==> src/rtl/pc_fetch_unit.sv <==
`default_nettype none
// ============================================================================
//  Module      : pc_fetch_unit
//  Description : MIPS instruction-fetch stage. Holds the PC and selects the
//                next PC from jump, branch, stall or sequential sources. It
//                drives the ROM address and the IF/ID flush and pause
//                controls, and runs a RUN/HALT machine for syscall halt.
//                Cycle and instruction counters are kept for the board
//                display.
//  Revision    : 1.0 - initial release
// ============================================================================
module pc_fetch_unit #(
    parameter logic [31:0] RESET_PC = 32'h0000_0000,
    parameter int          ADDR_W   = 10,
    parameter int          CNT_W    = 32
) (
    input  logic              clk,
    input  logic              rst,            // synchronous, active-low
    input  logic              pause,
    input  logic              branch_taken,
    input  logic [31:0]       branch_target,
    input  logic              jump,
    input  logic [31:0]       jump_target,
    input  logic              halt_req,
    input  logic              go,
    input  logic [31:0]       inst_in,
    output logic [ADDR_W-1:0] inst_addr,
    output logic [31:0]       pc_out,
    output logic [31:0]       pc_plus4,
    output logic [31:0]       inst_out,
    output logic              flush_out,
    output logic              pause_out,
    output logic              halted,
    output logic [CNT_W-1:0]  cycle_cnt,
    output logic [CNT_W-1:0]  inst_cnt
);

    typedef enum logic [0:0] {
        RUN  = 1'b0,
        HALT = 1'b1
    } state_t;

    localparam logic [CNT_W-1:0] c_CNT_ONE = {{(CNT_W-1){1'b0}}, 1'b1};
    localparam logic [31:0]      c_PC_STEP = 32'd4;
    localparam logic [31:0]      c_NOP     = 32'h0000_0000;

    state_t             state_q;
    logic               halted_q;
    logic [31:0]        pc_q, pc_d;
    logic [CNT_W-1:0]   cycle_cnt_q, cycle_cnt_d;
    logic [CNT_W-1:0]   inst_cnt_q, inst_cnt_d;

    logic               in_run;
    logic               redirect;
    logic [31:0]        seq_pc;
    logic [31:0]        jump_pc;
    logic [31:0]        branch_pc;

    // The low two target bits are dropped silently; a misaligned target is
    // simply rounded down to the enclosing word.
    logic               target_lsb_unused;
    assign target_lsb_unused = ^{jump_target[1:0], branch_target[1:0]};

    assign in_run    = (state_q == RUN);
    assign redirect  = jump | branch_taken;
    assign seq_pc    = pc_q + c_PC_STEP;              // wraps modulo 2^32
    assign jump_pc   = {jump_target[31:2], 2'b00};
    assign branch_pc = {branch_target[31:2], 2'b00};

    // Next PC and counter values: redirects beat stall, stall beats advance;
    // everything holds while halted.
    always_comb begin
        pc_d        = pc_q;
        cycle_cnt_d = cycle_cnt_q;
        inst_cnt_d  = inst_cnt_q;
        if (in_run) begin
            cycle_cnt_d = cycle_cnt_q + c_CNT_ONE;
            if (jump) begin
                pc_d = jump_pc;
            end else if (branch_taken) begin
                pc_d = branch_pc;
            end else if (!pause) begin
                pc_d = seq_pc;
            end
            if (redirect || !pause) begin
                inst_cnt_d = inst_cnt_q + c_CNT_ONE;
            end
        end
    end

    // PC and performance-counter registers.
    always_ff @(posedge clk) begin
        if (!rst) begin
            pc_q        <= RESET_PC;
            cycle_cnt_q <= '0;
            inst_cnt_q  <= '0;
        end else begin
            pc_q        <= pc_d;
            cycle_cnt_q <= cycle_cnt_d;
            inst_cnt_q  <= inst_cnt_d;
        end
    end

    // RUN/HALT machine with a registered halted flag; halt_req only matters
    // in RUN and go only matters in HALT.
    always_ff @(posedge clk) begin
        if (!rst) begin
            state_q  <= RUN;
            halted_q <= 1'b0;
        end else begin
            case (state_q)
                RUN: begin
                    if (halt_req) begin
                        state_q  <= HALT;
                        halted_q <= 1'b1;
                    end
                end
                HALT: begin
                    if (go) begin
                        state_q  <= RUN;
                        halted_q <= 1'b0;
                    end
                end
                default: begin
                    state_q  <= RUN;
                    halted_q <= 1'b0;
                end
            endcase
        end
    end

    // A redirect squashes the wrong-path fetch, so it also cancels any stall
    // of IF/ID; in HALT IF/ID is held so the nop stays put.
    assign flush_out = redirect & in_run;
    assign pause_out = in_run ? (pause & ~flush_out) : 1'b1;

    assign inst_addr = pc_q[ADDR_W+1:2];
    assign pc_out    = pc_q;
    assign pc_plus4  = seq_pc;
    assign inst_out  = in_run ? inst_in : c_NOP;
    assign halted    = halted_q;
    assign cycle_cnt = cycle_cnt_q;
    assign inst_cnt  = inst_cnt_q;

endmodule
`default_nettype wire

==> config.mk <==
export PLATFORM = sky130hd
export DESIGN_NAME = pc_fetch_unit
export DESIGN_NICKNAME = d
export VERILOG_FILES = /design/src/rtl/pc_fetch_unit.sv
export SDC_FILE = /design/constraint.sdc
export NUM_CORES = 1
export LEC_CHECK = 0
export BUFFER_PORTS_ARGS = -buffer_cell sky130_fd_sc_hd__buf_2
export CAP_MARGIN = 10
export CORE_MARGIN = 2
export CORE_UTILIZATION = 47
export CTS_BUF_LIST = sky130_fd_sc_hd__clkbuf_8 sky130_fd_sc_hd__clkbuf_16
export CTS_CLUSTER_SIZE = 14
export DETAILED_ROUTE_END_ITERATION = 16
export PLACE_DENSITY = 0.81
export SETUP_SLACK_MARGIN = 0.2
export SKIP_CTS_REPAIR_TIMING = 1
export SLEW_MARGIN = 20
export SYNTH_ARGS = -nofsm -noshare
export SYNTH_HDL_FRONTEND = slang
export SYNTH_SLANG_ARGS = --single-unit
==> constraint.sdc <==
create_clock -name clk -period 2.37 [get_ports clk]
set_input_delay 0.237 -clock clk [delete_from_list [all_inputs] [get_ports clk]]
set_output_delay 0.237 -clock clk [all_outputs]
set_load 0.005 [all_outputs]
==> results of run 1 <==
-- metrics by stage --
stage	std cells	total power [uW]	TNS, ns	instance area [um^2]
6_report	1152	4030	0	7830
5_1_grt	1152	4200	0	7830
4_1_cts	1136	4000	-0.257	7540
3_3_place_gp	1122	2550	0	7260
2_1_floorplan	730	2180	0	5740
3_5_place_dp	1122	2560	0	7260
-- registers in the layout (all words and copies together) (netlist names) --
name	count
pc_out	30
halted	1
cycle_cnt	32
state_q	1
inst_cnt	32
-- per-layer routing --
metal  vias to the layer above  track usage [%]  wire length, um
li1                       3121                -                -
met1                      3030             33.4             7640
met2                       369             48.1             9770
met3                        48             8.21             1790
met4                         0             13.0              658
met5                         -                0                0
-- final cells by class --
class | instances | area [um^2]
fillers | 1059 | 4130
multi-input cells | 559 | 3570
flip-flops and latches | 96 | 1960
repair buffers | 323 | 1790
clock buffers | 9 | 225
well taps | 147 | 184
clock inverters | 5 | 58.8
inverters | 13 | 48.8
-- kinds of logic after synthesis --
| logic type | count (synthesis) | synth area share (%) |
|---|---|---|
| adder cells (fa/ha/maj) | 3 | 0.655 |
| XOR/XNOR | 68 | 10.4 |
| multiplexers | 11 | 1.94 |
| AND/OR/NAND/NOR | 334 | 31.4 |
| AO/OA/AOI/OAI | 139 | 15.6 |
| buffers and inverters | 75 | 6.33 |
| flip-flops | 96 | 33.5 |
| other | 1 | 0.0655 |
-- worst max path at each step --
stage | from | to | cells after the start
after floorplan | pc_out[8] | pc_out[29] | 7
final | pc_out[7] | pc_plus4[26] | 6
after detailed placement | pc_out[9] | pc_plus4[24] | 6
after global routing | pc_out[7] | pc_plus4[26] | 7
after CTS | pc_out[9] | pc_plus4[24] | 6
after global placement | pc_out[9] | pc_plus4[24] | 6
-- worst register-to-register path, cell delays in order, from the launching register on --
cell     delay [ns]
dfxtp_1        0.42
and4_1         0.30
nand4_1        0.25
or4_1          0.64
xnor2_1        0.15
and2_1         0.15
-- cells in the final DEF (no fill, tap or decap), drive strengths merged, types with 3 or more instances in the layout --
master  Yosys  layout
a21oi      48      48
a22oi       5       5
a31oi       4       4
and2        7       7
and3       12      12
and4       11      11
buf        24     323
clkbuf     38       9
conb        1       4
dfxtp      96      96
ha          3       3
inv        13      14
mux2i      10      10
nand2      68      68
nand2b     13      13
nand3      41      41
nand4      25      25
nor2       64      64
nor2b      36      36
nor3       14      14
nor4       17      17
o211ai     19      19
o21a        5       5
o21ai      23      23
o22ai       3       3
o311ai      3       3
o31a        6       6
o31ai       3       3
o32ai       5       5
or2         4       4
or3         8       8
or4         8       8
xnor2      39      39
xor2       29      29
-- cell usage after synthesis, types with 3 or more instances --
cell | n | share of area [%]
o311ai_0 | 3 | 0.46
dfxtp_1 | 96 | 34
and3_1 | 12 | 1.3
or3_1 | 8 | 0.87
nor3_1 | 14 | 1.2
o31a_1 | 6 | 0.92
or2_2 | 4 | 0.44
o31ai_1 | 3 | 0.39
o32ai_1 | 5 | 0.76
a22oi_1 | 5 | 0.66
buf_2 | 5 | 0.44
a31oi_1 | 4 | 0.44
nand2_1 | 66 | 4.3
a21oi_1 | 48 | 4.2
nor2b_1 | 36 | 3.9
buf_4 | 18 | 2.4
nor2_1 | 63 | 4.1
o21a_1 | 5 | 0.66
xnor2_1 | 39 | 6.0
and2_1 | 6 | 0.66
xor2_1 | 29 | 4.4
nor4_1 | 15 | 1.6
nand3_1 | 39 | 3.4
nand4_1 | 24 | 2.6
inv_1 | 12 | 0.79
o211ai_1 | 19 | 2.5
mux2i_1 | 10 | 1.7
o22ai_1 | 3 | 0.33
or4_1 | 7 | 0.92
and4_1 | 11 | 1.7
nand2b_1 | 13 | 1.4
o21ai_0 | 23 | 2.0
clkbuf_1 | 38 | 2.5
ha_1 | 3 | 0.66
-- where the power goes --
| group | internal, uW | switching (uW) | leakage [uW] |
|---|---|---|---|
| Combinational | 383 | 422 | 0.00267 |
| Clock | 809 | 652 | 0.000134 |
| Sequential | 1680 | 83.9 | 0.000788 |
| Total | 2870 | 1160 | 0.00359 |
==> out/metrics.csv, run 1 <==
metric,value,unit
leakage,0.00359,uW
Tot GR Track Use,28.5,%
Setup crit end kind,output pin,
"Cell Area, Synth",5730,um^2
reg2reg path depth,5,
grt total ovfl,0,
Cells after Synth,727,
DRC violations left,0,
Tcrit/Tclk final,94.3,%
TritonCTS buffer count,9,
maxcap violations,0,
DR WL/cell,17.2,um
critical-path cell list,and4_4 > nand4_1 > buf_6 > o31a_1 > or2_4 > buf_6,
CTS tree,yes,
core area,12000,um^2
ys async rst share,0,%
initial antenna violation count,0,
Worst Hold Class,in2reg,
Synth-to-Final Area Change,36.7,%
Die Area,13100,um^2
Initial Util,47.9,%
I/O Pins,276,
RSZ-0062 raised after global routing,true,
VDD IR-drop max,0.460,mV
first-pass GRT wire length,29.6,mm
ANT nets after route,0,
Nets,1108,
syn_area_per_cell,7.88,um^2
Final Slew Violations,0,
WP data required,2.13,ns
largest net degree at the start of global routing,51,
number of global-route vias before repair,5913,
drt pass-1 iters,5,
HP Start,halt_req,
Clock Skew,0.00402,ns
worst skew pair latency,0.35,ns
# port buffers,267,
distinct cell type count after synthesis,62,
Slew Limit Headroom,57.9,%
RR Endpoint,cycle_cnt[22],
Site Rows,40,
crit-path max cell delay,0.37,ns
Highest Clock Rate,0.448,GHz
Hold EP,state_q,
Final Hold Fails,0,
PD cells,515,nW/um^2
"delay-heaviest family, CP",simple AND/OR/NAND/NOR gates,
CP most frequent cell,buf_6,
"Reg clk slew, reported paths",0.07,ns
CTS H-tree lvls,3,
status,"complete, no violations",
post-layout min period,2.23,ns
Clock Path Buffers,2,
width of the die,114,um
"flops & latches, synth",96,
vias per cell,5.70,
HPWL Detailed,14.0,mm
cell at the slowest stage of the critical path,dfxtp_4,
number of synthesized flops with an enable pin,0,
layout cells sized above 1,38.4,%
initial DRC count,596,
CTS Sinks,96,
CP Launch Type,flip-flop,
final setup fails,0,
critical path arrival,2.00,ns
Final GP Congestion,0.898,
crit-path max FO,5,
Critical path buffers and inverters,2,
R2R setup slack,0.35,ns
Worst Hold Margin,0.148,ns
Place WS,0.302,ns
r2r startpoint,cycle_cnt[5],
Layout Utilization,65.5,%
hold depth,3,
Die Y-Extent,114,um
drt total wl,19.9,mm
clock root buffer,clkbuf_16,
Yosys Warn Count,0,
min setup slack post-route,0.136,ns
worst-margin pin slew,0.627,ns
ys flop type,dfxtp_1,
via count,6568,
Antenna Cells,0,
critical path type,reg2out,
sequential share of the synthesized area,33.5,%
Note: power is estimated with default switching activity, not from simulation.
==> run 2: changes to the inputs <==
--- a/config.mk
+++ b/config.mk
@@ -17,3 +17,3 @@
 export SKIP_CTS_REPAIR_TIMING = 1
-export SLEW_MARGIN = 20
+export SLEW_MARGIN = 25
 export SYNTH_ARGS = -nofsm -noshare
==> constraint.sdc (replaced) <==
create_clock -name clk -period 2.37 [get_ports clk]
set_input_delay 0.474 -clock clk [delete_from_list [all_inputs] [get_ports clk]]
set_output_delay 0.474 -clock clk [all_outputs]
set_load 0.005 [all_outputs]
==> run 2 against run 1 <==
The run now ends with setup timing left. First-iteration DRC count down 15%. Sequential power about the same. Combinational power up 3.6%. Die area unchanged. Fmax down 9.3%. Final cell count up 1.0%. Clock skew up 0.0038 ns. Setup slack worse by 0.23 ns. Critical endpoint is now pc_plus4[29].
==> out/metrics.csv, run 2 (same netlist as run 1, synthesis figures left out) <==
metric,value,unit
hold depth,3,
maxcap violations,0,
via count,6499,
DRC violations left,0,
initial DRC count,509,
vias per cell,5.58,
"commonest non-fill, non-tap cell in the layout",buf_2,
layout cells sized above 1,39.3,%
worst-margin pin slew,0.717,ns
CTS tree,yes,
Hold EP,state_q,
initial antenna violation count,1,
I/O Pins,276,
post-layout min period,2.46,ns
Site Rows,40,
final setup fails,6,
Final Hold Fails,0,
Initial Util,47.9,%
Clock Path Buffers,2,
HP Start,halt_req,
drt pass-1 iters,7,
first-pass GRT wire length,29.2,mm
largest net degree at the start of global routing,51,
Nets,1119,
Slew Limit Headroom,51.9,%
CTS Sinks,96,
Tot GR Track Use,28.1,%
HPWL Detailed,14.3,mm
DR WL/cell,17.0,um
crit-path max FO,7,
reg2reg path depth,5,
Clock Skew,0.00781,ns
Register Area,1940,um^2
Worst Hold Class,in2reg,
drt total wl,19.7,mm
leakage,0.00372,uW
status,finished with violations,
Tcrit/Tclk final,104,%
RSZ-0062 raised after global routing,true,
Highest Clock Rate,0.406,GHz
"Reg clk slew, reported paths",0.07,ns
placed insts,1132,
failing checks,setup timing,
# fillers,1002,
critical path arrival,1.99,ns
width of the die,114,um
TritonCTS buffer count,9,
CP Launch Type,flip-flop,
grt total ovfl,0,
# port buffers,267,
Multi-input gate area,3650,um^2
Final GP Congestion,0.894,
number of global-route vias before repair,5920,
ANT nets after route,0,
Synth-to-Final Area Change,39.7,%
Finished Layout Cells,1164,
Setup crit end kind,output pin,
r2r startpoint,cycle_cnt[0],
VDD IR-drop max,0.342,mV
R2R setup slack,0.37,ns
Final Slew Violations,0,
Die Y-Extent,114,um
Die Area,13100,um^2
most frequent cells in the layout,"265 x buf_2, 87 x dfxtp_1, 65 x nand2_1",
TNS Setup,-0.199,ns
CTS H-tree lvls,3,
RR Endpoint,cycle_cnt[12],
PD cells,502,nW/um^2
WP data required,1.90,ns
clock root buffer,clkbuf_16,
core area,12000,um^2
min setup slack post-route,-0.0939,ns
worst skew pair latency,0.35,ns
critical path type,reg2out,
==> run 2: cell count changes in the layout (fill, tap and decap cells not counted), sizes merged <==
cell	before	now
diode	0	1
buf	323	334
==> run 2: power breakdown <==
group | switching [uW] | internal (uW)
combinational | 442 | 392
clock | 629 | 808
sequential | 69.5 | 1680
total | 1140 | 2880
==> run 2: worst max path at each step <==
| stage | startpoint | end | slack, ns | depth (start not counted) |
|---|---|---|---|---|
| 2_1_floorplan | pc_out[17] | pc_plus4[27] | 0.27 | 6 |
| 3_3_place_gp | pc_out[7] | pc_plus4[19] | 0.21 | 6 |
| 3_5_place_dp | pc_out[7] | pc_plus4[19] | 0.21 | 6 |
| 4_1_cts | pc_out[7] | pc_plus4[19] | -0.19 | 6 |
| 5_1_grt | pc_out[7] | pc_plus4[29] | -0.14 | 6 |
| 6_report | pc_out[7] | pc_plus4[29] | -0.09 | 6 |
==> run 2: worst max-delay path: stages (launching register included) <==
cell	delay [ns]
dfxtp_4	0.37
and4_4	0.24
buf_8	0.13
nand2_8	0.06
or4_4	0.54
xnor2_1	0.15
buf_2	0.13
==> run 2: final cells by class <==
| cell class | count | share of cell area [%] |
|---|---|---|
| flip-flops and latches | 96 | 24.3 |
| clock inverters | 5 | 0.735 |
| multi-input cells | 559 | 45.6 |
| diodes | 1 | 0.0313 |
| inverters | 13 | 0.610 |
| repair buffers | 334 | 23.7 |
| well taps | 147 | 2.30 |
| clock buffers | 9 | 2.81 |
==> run 2: through the flow <==
step                hold slack [ns]  setup slack [ns]  total power, uW  utilization [%]  cell area, um^2
finish                        0.391           -0.0939             4020             66.9             8000
floorplan                     0.459             0.267             2180                -             5740
global placement              0.456             0.212             2560             61.2             7320
global route                  0.416            -0.142             4180             66.9             8000
CTS                           0.389            -0.189             4000             63.6             7610
detailed placement            0.483             0.208             2570             61.2             7320
==> run 2: routing by layer <==
layer / GRT usage, % / wire, um
met2: 49.4 / 9800
met4: 11.6 / 571
met3: 7.04 / 1430
met1: 32.3 / 7940
met5: 0 / 0
